<file path="config.mk">
export PLATFORM = sky130hd
export DESIGN_NAME = fcpu_io_axi_slave
export DESIGN_NICKNAME = d
export VERILOG_FILES = /design/src/rtl/fcpu_io_axi_slave.sv
export SDC_FILE = /design/constraint.sdc
export NUM_CORES = 1
export LEC_CHECK = 0
export ABC_AREA = 1
export ABC_CLOCK_PERIOD_IN_PS = 1700
export CORE_UTILIZATION = 39
export CTS_CLUSTER_DIAMETER = 100
export DETAILED_ROUTE_END_ITERATION = 16
export PLACE_DENSITY = 0.91
export SLEW_MARGIN = 20
export SYNTH_ARGS = -nofsm -noshare
export SYNTH_HDL_FRONTEND = slang
export SYNTH_SLANG_ARGS = --single-unit
</file>
<file path="constraint.sdc">
create_clock -name clk -period 1.7 [get_ports clk]
set_input_delay 0.34 -clock clk [delete_from_list [all_inputs] [get_ports clk]]
set_output_delay 0.34 -clock clk [all_outputs]
set_load 0.005 [all_outputs]
</file>
<file path="src/rtl/fcpu_io_axi_slave.sv">
// AXI4 responder for the fcpu io port: byte writes feed the serial tx stream, reads
// return an rx byte or a status byte. Independent write and read FSMs.
module fcpu_io_axi_slave #(
    parameter int ID_W     = 4,
    parameter int DATA_W   = 8,
    parameter int STAT_BIT = 2
) (
    input  logic              clk,
    input  logic              rst,
    input  logic [ID_W-1:0]   io_awid,
    input  logic [31:0]       io_awaddr,
    input  logic [7:0]        io_awlen,
    input  logic              io_awvalid,
    output logic              io_awready,
    input  logic [DATA_W-1:0] io_wdata,
    input  logic              io_wstrb,
    input  logic              io_wlast,
    input  logic              io_wvalid,
    output logic              io_wready,
    output logic [ID_W-1:0]   io_bid,
    output logic [1:0]        io_bresp,
    output logic              io_bvalid,
    input  logic              io_bready,
    input  logic [ID_W-1:0]   io_arid,
    input  logic [31:0]       io_araddr,
    input  logic [7:0]        io_arlen,
    input  logic              io_arvalid,
    output logic              io_arready,
    output logic [ID_W-1:0]   io_rid,
    output logic [DATA_W-1:0] io_rdata,
    output logic [1:0]        io_rresp,
    output logic              io_rlast,
    output logic              io_rvalid,
    input  logic              io_rready,
    output logic [DATA_W-1:0] tx_data,
    output logic              tx_valid,
    input  logic              tx_ready,
    input  logic [DATA_W-1:0] rx_data,
    input  logic              rx_valid,
    output logic              rx_ready
);
    typedef enum logic [1:0] {W_IDLE, W_DATA, W_RESP} wstate_t;
    typedef enum logic [1:0] {R_IDLE, R_FETCH, R_SEND} rstate_t;

    wstate_t wstate, wstate_nxt;
    rstate_t rstate, rstate_nxt;

    logic [ID_W-1:0]   wid, rid_q;
    logic [7:0]        wlen, wcnt, rlen, rcnt;
    logic              wsel, rsel, werr, fwd;
    logic [DATA_W-1:0] rdata_q, stat;
    logic              aw_hs, w_hs, ar_hs, r_hs;
    logic              unused_addr;

    assign unused_addr = ^{io_awaddr, io_araddr};
    assign io_rresp    = 2'b00;
    assign aw_hs       = io_awvalid && io_awready;
    assign w_hs        = io_wvalid && io_wready;
    assign ar_hs       = io_arvalid && io_arready;
    assign r_hs        = io_rvalid && io_rready;
    assign fwd         = !wsel && io_wstrb;

    always_ff @(posedge clk) begin
        if (rst) begin
            wstate <= W_IDLE;
            rstate <= R_IDLE;
        end else begin
            wstate <= wstate_nxt;
            rstate <= rstate_nxt;
        end
    end

    // Every output is forced low while rst is high, regardless of the current state.
    always_comb begin
        wstate_nxt = wstate;
        io_awready = 1'b0;
        io_wready  = 1'b0;
        tx_valid   = 1'b0;
        tx_data    = '0;
        io_bvalid  = 1'b0;
        io_bid     = '0;
        io_bresp   = 2'b00;
        if (!rst) begin
            case (wstate)
                W_IDLE: begin
                    io_awready = 1'b1;
                    if (io_awvalid) wstate_nxt = W_DATA;
                end
                W_DATA: begin
                    tx_valid  = fwd && io_wvalid;
                    tx_data   = fwd ? io_wdata : '0;
                    io_wready = fwd ? tx_ready : 1'b1;
                    if (io_wvalid && io_wready && io_wlast) wstate_nxt = W_RESP;
                end
                W_RESP: begin
                    io_bvalid = 1'b1;
                    io_bid    = wid;
                    io_bresp  = werr ? 2'b10 : 2'b00;
                    if (io_bready) wstate_nxt = W_IDLE;
                end
                default: wstate_nxt = W_IDLE;
            endcase
        end
    end

    always_comb begin
        rstate_nxt = rstate;
        io_arready = 1'b0;
        rx_ready   = 1'b0;
        io_rvalid  = 1'b0;
        io_rdata   = '0;
        io_rid     = '0;
        io_rlast   = 1'b0;
        if (!rst) begin
            case (rstate)
                R_IDLE: begin
                    io_arready = 1'b1;
                    if (io_arvalid) rstate_nxt = R_FETCH;
                end
                R_FETCH: begin
                    if (rsel) begin
                        rstate_nxt = R_SEND;
                    end else begin
                        rx_ready = 1'b1;
                        if (rx_valid) rstate_nxt = R_SEND;
                    end
                end
                R_SEND: begin
                    io_rvalid = 1'b1;
                    io_rdata  = rdata_q;
                    io_rid    = rid_q;
                    io_rlast  = (rcnt == rlen);
                    if (io_rready) rstate_nxt = io_rlast ? R_IDLE : R_FETCH;
                end
                default: rstate_nxt = R_IDLE;
            endcase
        end
    end

    always_comb begin
        stat    = '0;
        stat[0] = rx_valid;
        stat[1] = tx_ready;
    end

    // A length error is any beat where wlast disagrees with "this is beat awlen".
    always_ff @(posedge clk) begin
        if (rst) begin
            wid  <= '0;
            wlen <= '0;
            wsel <= 1'b0;
            wcnt <= '0;
            werr <= 1'b0;
        end else if (aw_hs) begin
            wid  <= io_awid;
            wlen <= io_awlen;
            wsel <= io_awaddr[STAT_BIT];
            wcnt <= '0;
            werr <= 1'b0;
        end else if (w_hs) begin
            wcnt <= wcnt + 8'd1;
            if (io_wlast != (wcnt == wlen)) werr <= 1'b1;
        end
    end

    always_ff @(posedge clk) begin
        if (rst) begin
            rid_q   <= '0;
            rlen    <= '0;
            rsel    <= 1'b0;
            rcnt    <= '0;
            rdata_q <= '0;
        end else begin
            if (ar_hs) begin
                rid_q <= io_arid;
                rlen  <= io_arlen;
                rsel  <= io_araddr[STAT_BIT];
                rcnt  <= '0;
            end
            if (rstate == R_FETCH) begin
                if (rsel)                      rdata_q <= stat;
                else if (rx_valid && rx_ready) rdata_q <= rx_data;
            end
            if (r_hs && !io_rlast) rcnt <= rcnt + 8'd1;
        end
    end
endmodule

</file>
==> results.json, run 1 <==
{
  "finalCriticalPeriod_ps": 1776,
  "ant_nets": 0,
  "synthArstFlopShare_pct": 0,
  "syn_to_final_growth_pct": 60.99,
  "path_cells": "xnor2_2, nand2_1, nor2_2, nand3_2, nor2_2, buf_2",
  "postSynthAreaPerCell_um2": 6.697,
  "drtIter0Drc": 171,
  "grt_max_degree": 21,
  "failed_checks": "setup timing",
  "timing_hold_violations_final": 0,
  "grt_pass1_vias": 3134,
  "synth_fa_ha_area_share_pct": 0.8897,
  "num_antenna_cells": 0,
  "core_um2": 6869,
  "power_leakage_nw": 1.960,
  "cp-end-kind": "output pin",
  "route.detailed.drc": 0,
  "crit_type": "register to output pin",
  "numCtsBuffers": 5,
  "synth_top_family_by_area": "simple AND/OR/NAND/NOR gates",
  "place.gp.congestion": 0.9059,
  "drv_slew": 0,
  "final_cell_mix": "103 x nand2_1, 55 x buf_4, 53 x inv_1",
  "rrSetupSlack_ps": 100,
  "start_util_pct": 40.95,
  "num_vias": 3225,
  "hold_class": "register to register",
  "syn_area_um2": 2813,
  "rows": 30,
  "whs_ps": 465.9,
  "drive_above_1_share_pct": 30.14,
  "synth_edf_count": 0,
  "finalCritPeriodShare_pct": 104.5,
  "synth_top_area_cell": "dfxtp_1",
  "die_area_um2": 7556,
  "cts_tree": "built",
  "total_power_mw": 3.352,
  "wl_per_cell_um": 12.77,
  "gr-total-overflow": 0,
  "syn_inst": 420,
  "critPathMaxFanout": 2,
  "worst_path_most_repeated_cell": "nor2_2",
  "slowest_stage": "dfxtp_1",
  "synth_warnings": 0,
  "grt_pass1_wl_um": 13790,
  "ioPinCount": 151,
  "worst_slack_ps": -76.31,
  "root_buffer": "clkbuf_8",
  "synth_top_area_share_pct": 39.15,
  "synthSimpleGateAreaFrac_pct": 33.23,
  "pwr_density_cell_nw_per_um2": 740.3,
  "first_pass_iters": 5,
  "drt-total-wl_um": 8556,
  "final_nets": 690,
  "synthMuxAreaShare_pct": 0,
  "clock-sinks": 55,
  "arrival_ps": 1440,
  "final_common_cell": "nand2_1",
  "fin_skew_ps": 5.324,
  "clk_latency_ps": 310,
  "synth_cell_types": 30,
  "dp_hpwl_um": 5840,
  "ir_drop_v": 0.0003954,
  "fmax_ghz": 0.5630,
  "path_clk_slew_ps": 100,
  "htree_num_levels": 2,
  "die_h_um": 86.93,
  "yosysSeqAreaShare_pct": 39.15,
  "synthXorXnorAreaFrac_pct": 2.491,
  "grt_usage_pct": 23.02,
  "rsz0062_at_grt": "true",
  "synth_compound_area_share_pct": 12.23,
  "cap_violations": 0,
  "antenna_found_initial": 0,
  "die_width_um": 86.93,
  "synth.top_cells.by_area": "dfxtp_1 39%, nand2_1 14%, inv_1 7.7%",
  "ys_seq_elements": 55,
  "setup_viol": 10,
  "port_buffers": 85,
  "fillCellCount": 563,
  "cts.path.max_buffers": 2,
  "required_ps": 1360,
  "avgViaCountPerCell": 4.813,
  "synth_ff_type": "dfxtp_1",
  "worst_setup_path_start_kind": "register",
  "max_stage_delay_ps": 390,
  "outcome": "finished, violations left"
}
[cell type report]
cell class | instances | area (um2) | share of cell area (%)
inverters | 65 | 251.5 | 5.554
well taps | 96 | 120.1 | 2.653
multi-input cells | 289 | 1565 | 34.57
repair buffers | 157 | 1345 | 29.70
clock inverters | 2 | 60.06 | 1.326
flip-flops and latches | 55 | 1114 | 24.59
clock buffers | 6 | 72.57 | 1.603
[flip-flops by register name, indices dropped and copies added (netlist names), 2 cells and up]
name     count
wid          4
rid_q        4
rcnt         8
wlen         8
rstate       2
rlen         8
rdata_q      8
wstate       2
wcnt         8
[Yosys cell counts, types with 5 or more instances]
library cell  number
o21ai_0           20
inv_1             58
nand4_1            5
xnor2_1            7
nand3_1           33
nand2_1          107
a21oi_1           28
inv_2              6
nand2_2            6
nor2_1            39
dfxtp_1           55
nor3_1             7
o21ai_1           12
clkbuf_1           7
[worst paths after layout]
check | depth (start not counted) | endpoint | from
setup reg to reg | 10 | rcnt[4]$_SDFFE_PP0P_ | rstate[1]$_SDFFE_PP0P_
setup / recovery | 6 | io_rlast | rcnt[4]$_SDFFE_PP0P_
hold reg to reg | 2 | rdata_q[4]$_SDFFE_PP0P_ | rdata_q[4]$_SDFFE_PP0P_
hold / removal | 2 | rdata_q[4]$_SDFFE_PP0P_ | rdata_q[4]$_SDFFE_PP0P_
[cell families (layout without fill, tap and decap cells)]
kind of cell               Yosys count  count (layout)
other                                1               3
xor gates and xnor gates             8               8
AOI/OAI and AO/OA                   65              65
and+or+nand+nor                    209             211
DFF                                 55              55
buffers and inverters               80             230
adders and majority gates            2               2
[metrics by stage]
stage / TNS [ps] / cells / util, % / setup slack [ps] / area (um2)
2_1_floorplan: 0 / 422 / - / 296.3 / 2820
3_3_place_gp: -22090 / 637 / 59.44 / -471.3 / 4083
3_5_place_dp: -21300 / 637 / 59.44 / -461.3 / 4083
4_1_cts: -179.0 / 662 / 63.11 / -179.0 / 4335
5_1_grt: -995.6 / 670 / 65.92 / -149.2 / 4528
6_report: -263.2 / 670 / 65.92 / -76.31 / 4528
[critical path, delay by kind of cell, from the launching register on]
kind	cells	cell delay, ps
XOR/XNOR	1	120
flip-flops	1	390
AND/OR/NAND/NOR	4	480
buffers and inverters	1	130
[power by group]
part / internal, mW / switching [mW] / leakage, nW
logic: 0.443 / 0.445 / 1.44
registers: 1.38 / 0.0534 / 0.453
clock network: 0.589 / 0.445 / 0.0654
[repair_timing]
| item | 4_1_cts | 5_1_grt |
|---|---|---|
| setup endpoints to repair | 37 | 35 |
| hold buffers | 0 | 0 |
| buffers inserted | 16 | 9 |
| resized for setup | 117 | 68 |
| gates cloned | 1 | 1 |
| pin swaps | 12 | 27 |
[metal layers]
metal,share of wire [%],vias to the layer above,track usage (%)
li1,-,1625,-
met1,42,1458,28.79
met2,50,128,39.66
met3,6.0,14,4.360
met4,1.7,0,7.727
met5,0,-,0
No activity file was read; power rests on OpenSTA's default activity.
==> run 2, diff against run 1 <==
--- a/config.mk
+++ b/config.mk
@@ -9,2 +9,3 @@
 export ABC_CLOCK_PERIOD_IN_PS = 1700
+export CORE_MARGIN = 5
 export CORE_UTILIZATION = 39
==> constraint.sdc (replaced) <==
create_clock -name clk -period 1.7 [get_ports clk]
set_input_delay 0.51 -clock clk [delete_from_list [all_inputs] [get_ports clk]]
set_output_delay 0.51 -clock clk [all_outputs]
set_load 0.005 [all_outputs]
==> results.json, run 2 (synthesis gave the netlist of run 1 again) <==
{
  "path_clk_slew_ps": 110,
  "clock-sinks": 55,
  "fmax_ghz": 0.5164,
  "fin_skew_ps": 19.19,
  "wl_per_cell_um": 14.97,
  "num_vias": 3415,
  "grt_pass1_wl_um": 15550,
  "power_leakage_nw": 2.059,
  "clk_latency_ps": 320,
  "arrival_ps": 1430,
  "grt_pass1_vias": 3463,
  "required_ps": 1190,
  "final_cell_mix": "97 x nand2_1, 51 x buf_4, 48 x inv_1",
  "ant_nets": 0,
  "critPathMaxFanout": 2,
  "fillCellCount": 550,
  "drt-total-wl_um": 10260,
  "gr-total-overflow": 0,
  "root_buffer": "clkbuf_8",
  "first_pass_iters": 4,
  "final_common_cell": "nand2_1",
  "die_h_um": 94.93,
  "port_buffers": 85,
  "dp_hpwl_um": 6170,
  "holdBufCountCts": 0,
  "numCtsBuffers": 5,
  "route.detailed.drc": 0,
  "place.gp.congestion": 0.9225,
  "dp.cells": 643,
  "antenna_found_initial": 0,
  "drive_above_1_share_pct": 38.23,
  "min_path_cells": 2,
  "setup_viol": 31,
  "drtIter0Drc": 157,
  "num_antenna_cells": 0,
  "start_util_pct": 39.41,
  "r2r_cells": 15,
  "grt_max_degree": 18,
  "max_stage_delay_ps": 330,
  "timing_hold_violations_final": 0,
  "cap_violations": 0,
  "total_power_mw": 3.330,
  "htree_num_levels": 2,
  "outcome": "finished, violations left",
  "finalNonFillerCells": 685,
  "ir_drop_v": 0.0003229,
  "drv_slew": 0,
  "die_area_um2": 9011,
  "grt_usage_pct": 21.64,
  "path_cells": "inv_1, nand2_1, nand2_1, nand2_2, nor2_4, nand3_4, nor2_4, buf_2",
  "slowest_stage": "dfxtp_1",
  "rrSetupSlack_ps": -200,
  "avgViaCountPerCell": 4.985,
  "cp-end-kind": "output pin",
  "hold_class": "register to register",
  "post-place-ws_ps": -786.2,
  "syn_to_final_growth_pct": 72.78,
  "rows": 31,
  "crit_type": "register to output pin",
  "final_nets": 702,
  "cts_tree": "built",
  "rsz0062_at_grt": "true",
  "die_width_um": 94.93,
  "ioPinCount": 151,
  "cts.path.max_buffers": 2,
  "setup-tns-final_ps": -2416,
  "worst_setup_path_start_kind": "register",
  "pwr_density_cell_nw_per_um2": 685.3,
  "finalCritPeriodShare_pct": 113.9,
  "failed_checks": "setup timing",
  "core_um2": 7137,
  "whs_ps": 463.9,
  "finalCriticalPeriod_ps": 1936,
  "worst_slack_ps": -236.3
}
run 2: cell types whose count changed in the layout (fill, tap and decap cells not counted), sizes merged:
cell / before / now
clkdlybuf4s15: 5 / 1
inv: 64 / 65
nand2: 114 / 116
buf: 91 / 116
clkbuf: 11 / 5
clkdlybuf4s50: 50 / 46
clkinv: 1 / 4
bufinv: 2 / 0
dlygate4sd2: 6 / 4
nor2: 47 / 46
run 2: critical path, delay by kind of cell, from the launching register on:
kind | cells | cell delay, ps
flops | 1 | 330
simple gates | 6 | 590
buf+inv | 2 | 210
run 2: power by group:
part / leakage (nW) / internal, mW / switching [mW]
sequential: 0.456 / 1.38 / 0.0586
clock: 0.0483 / 0.292 / 0.460
combinational: 1.55 / 0.555 / 0.587
run 2: final timing paths:
kind                             start                      to
setup / recovery  rlen[1]$_SDFFE_PP0P_                io_rlast
hold / removal    rlen[2]$_SDFFE_PP0P_    rlen[2]$_SDFFE_PP0P_
setup reg to reg  rlen[1]$_SDFFE_PP0P_  rstate[0]$_SDFFE_PP0P_
hold reg to reg   rlen[2]$_SDFFE_PP0P_    rlen[2]$_SDFFE_PP0P_
run 2: routing by layer:
layer	vias to the layer above	share of wire [%]	track usage, %
met5	-	0	0
met4	0	4.1	9.495
met3	45	6.7	4.382
met2	149	52	39.75
met1	1560	38	23.85
li1	1661	-	-
run 2: cell type report:
| class | instances | area, um2 | area share [%] |
|---|---|---|---|
| clock inverter | 3 | 18.77 | 0.3862 |
| tap | 99 | 123.9 | 2.549 |
| sequential | 55 | 1126 | 23.17 |
| timing repair buffer | 167 | 1464 | 30.12 |
| inverter | 65 | 264.0 | 5.433 |
| timing repair inverter | 1 | 8.758 | 0.1802 |
| multi-input combinational | 290 | 1785 | 36.74 |
| clock buffer | 5 | 68.82 | 1.416 |
run 2: timing repair:
| action | in CTS | in global routing |
|---|---|---|
| pin swaps | 36 | 33 |
| setup endpoints to repair | 65 | 50 |
| setup buffers | 31 | 9 |
| endpoints found under the hold margin | 0 | 0 |
| gates cloned | 3 | 1 |
| resized for setup | 222 | 83 |
run 2: per-stage QoR:
step	util, %	area, um2
finish	68.09	4860
global route	68.09	4860
CTS	63.69	4546
detailed placement	57.57	4109
global placement	57.57	4109
floorplan	-	2821
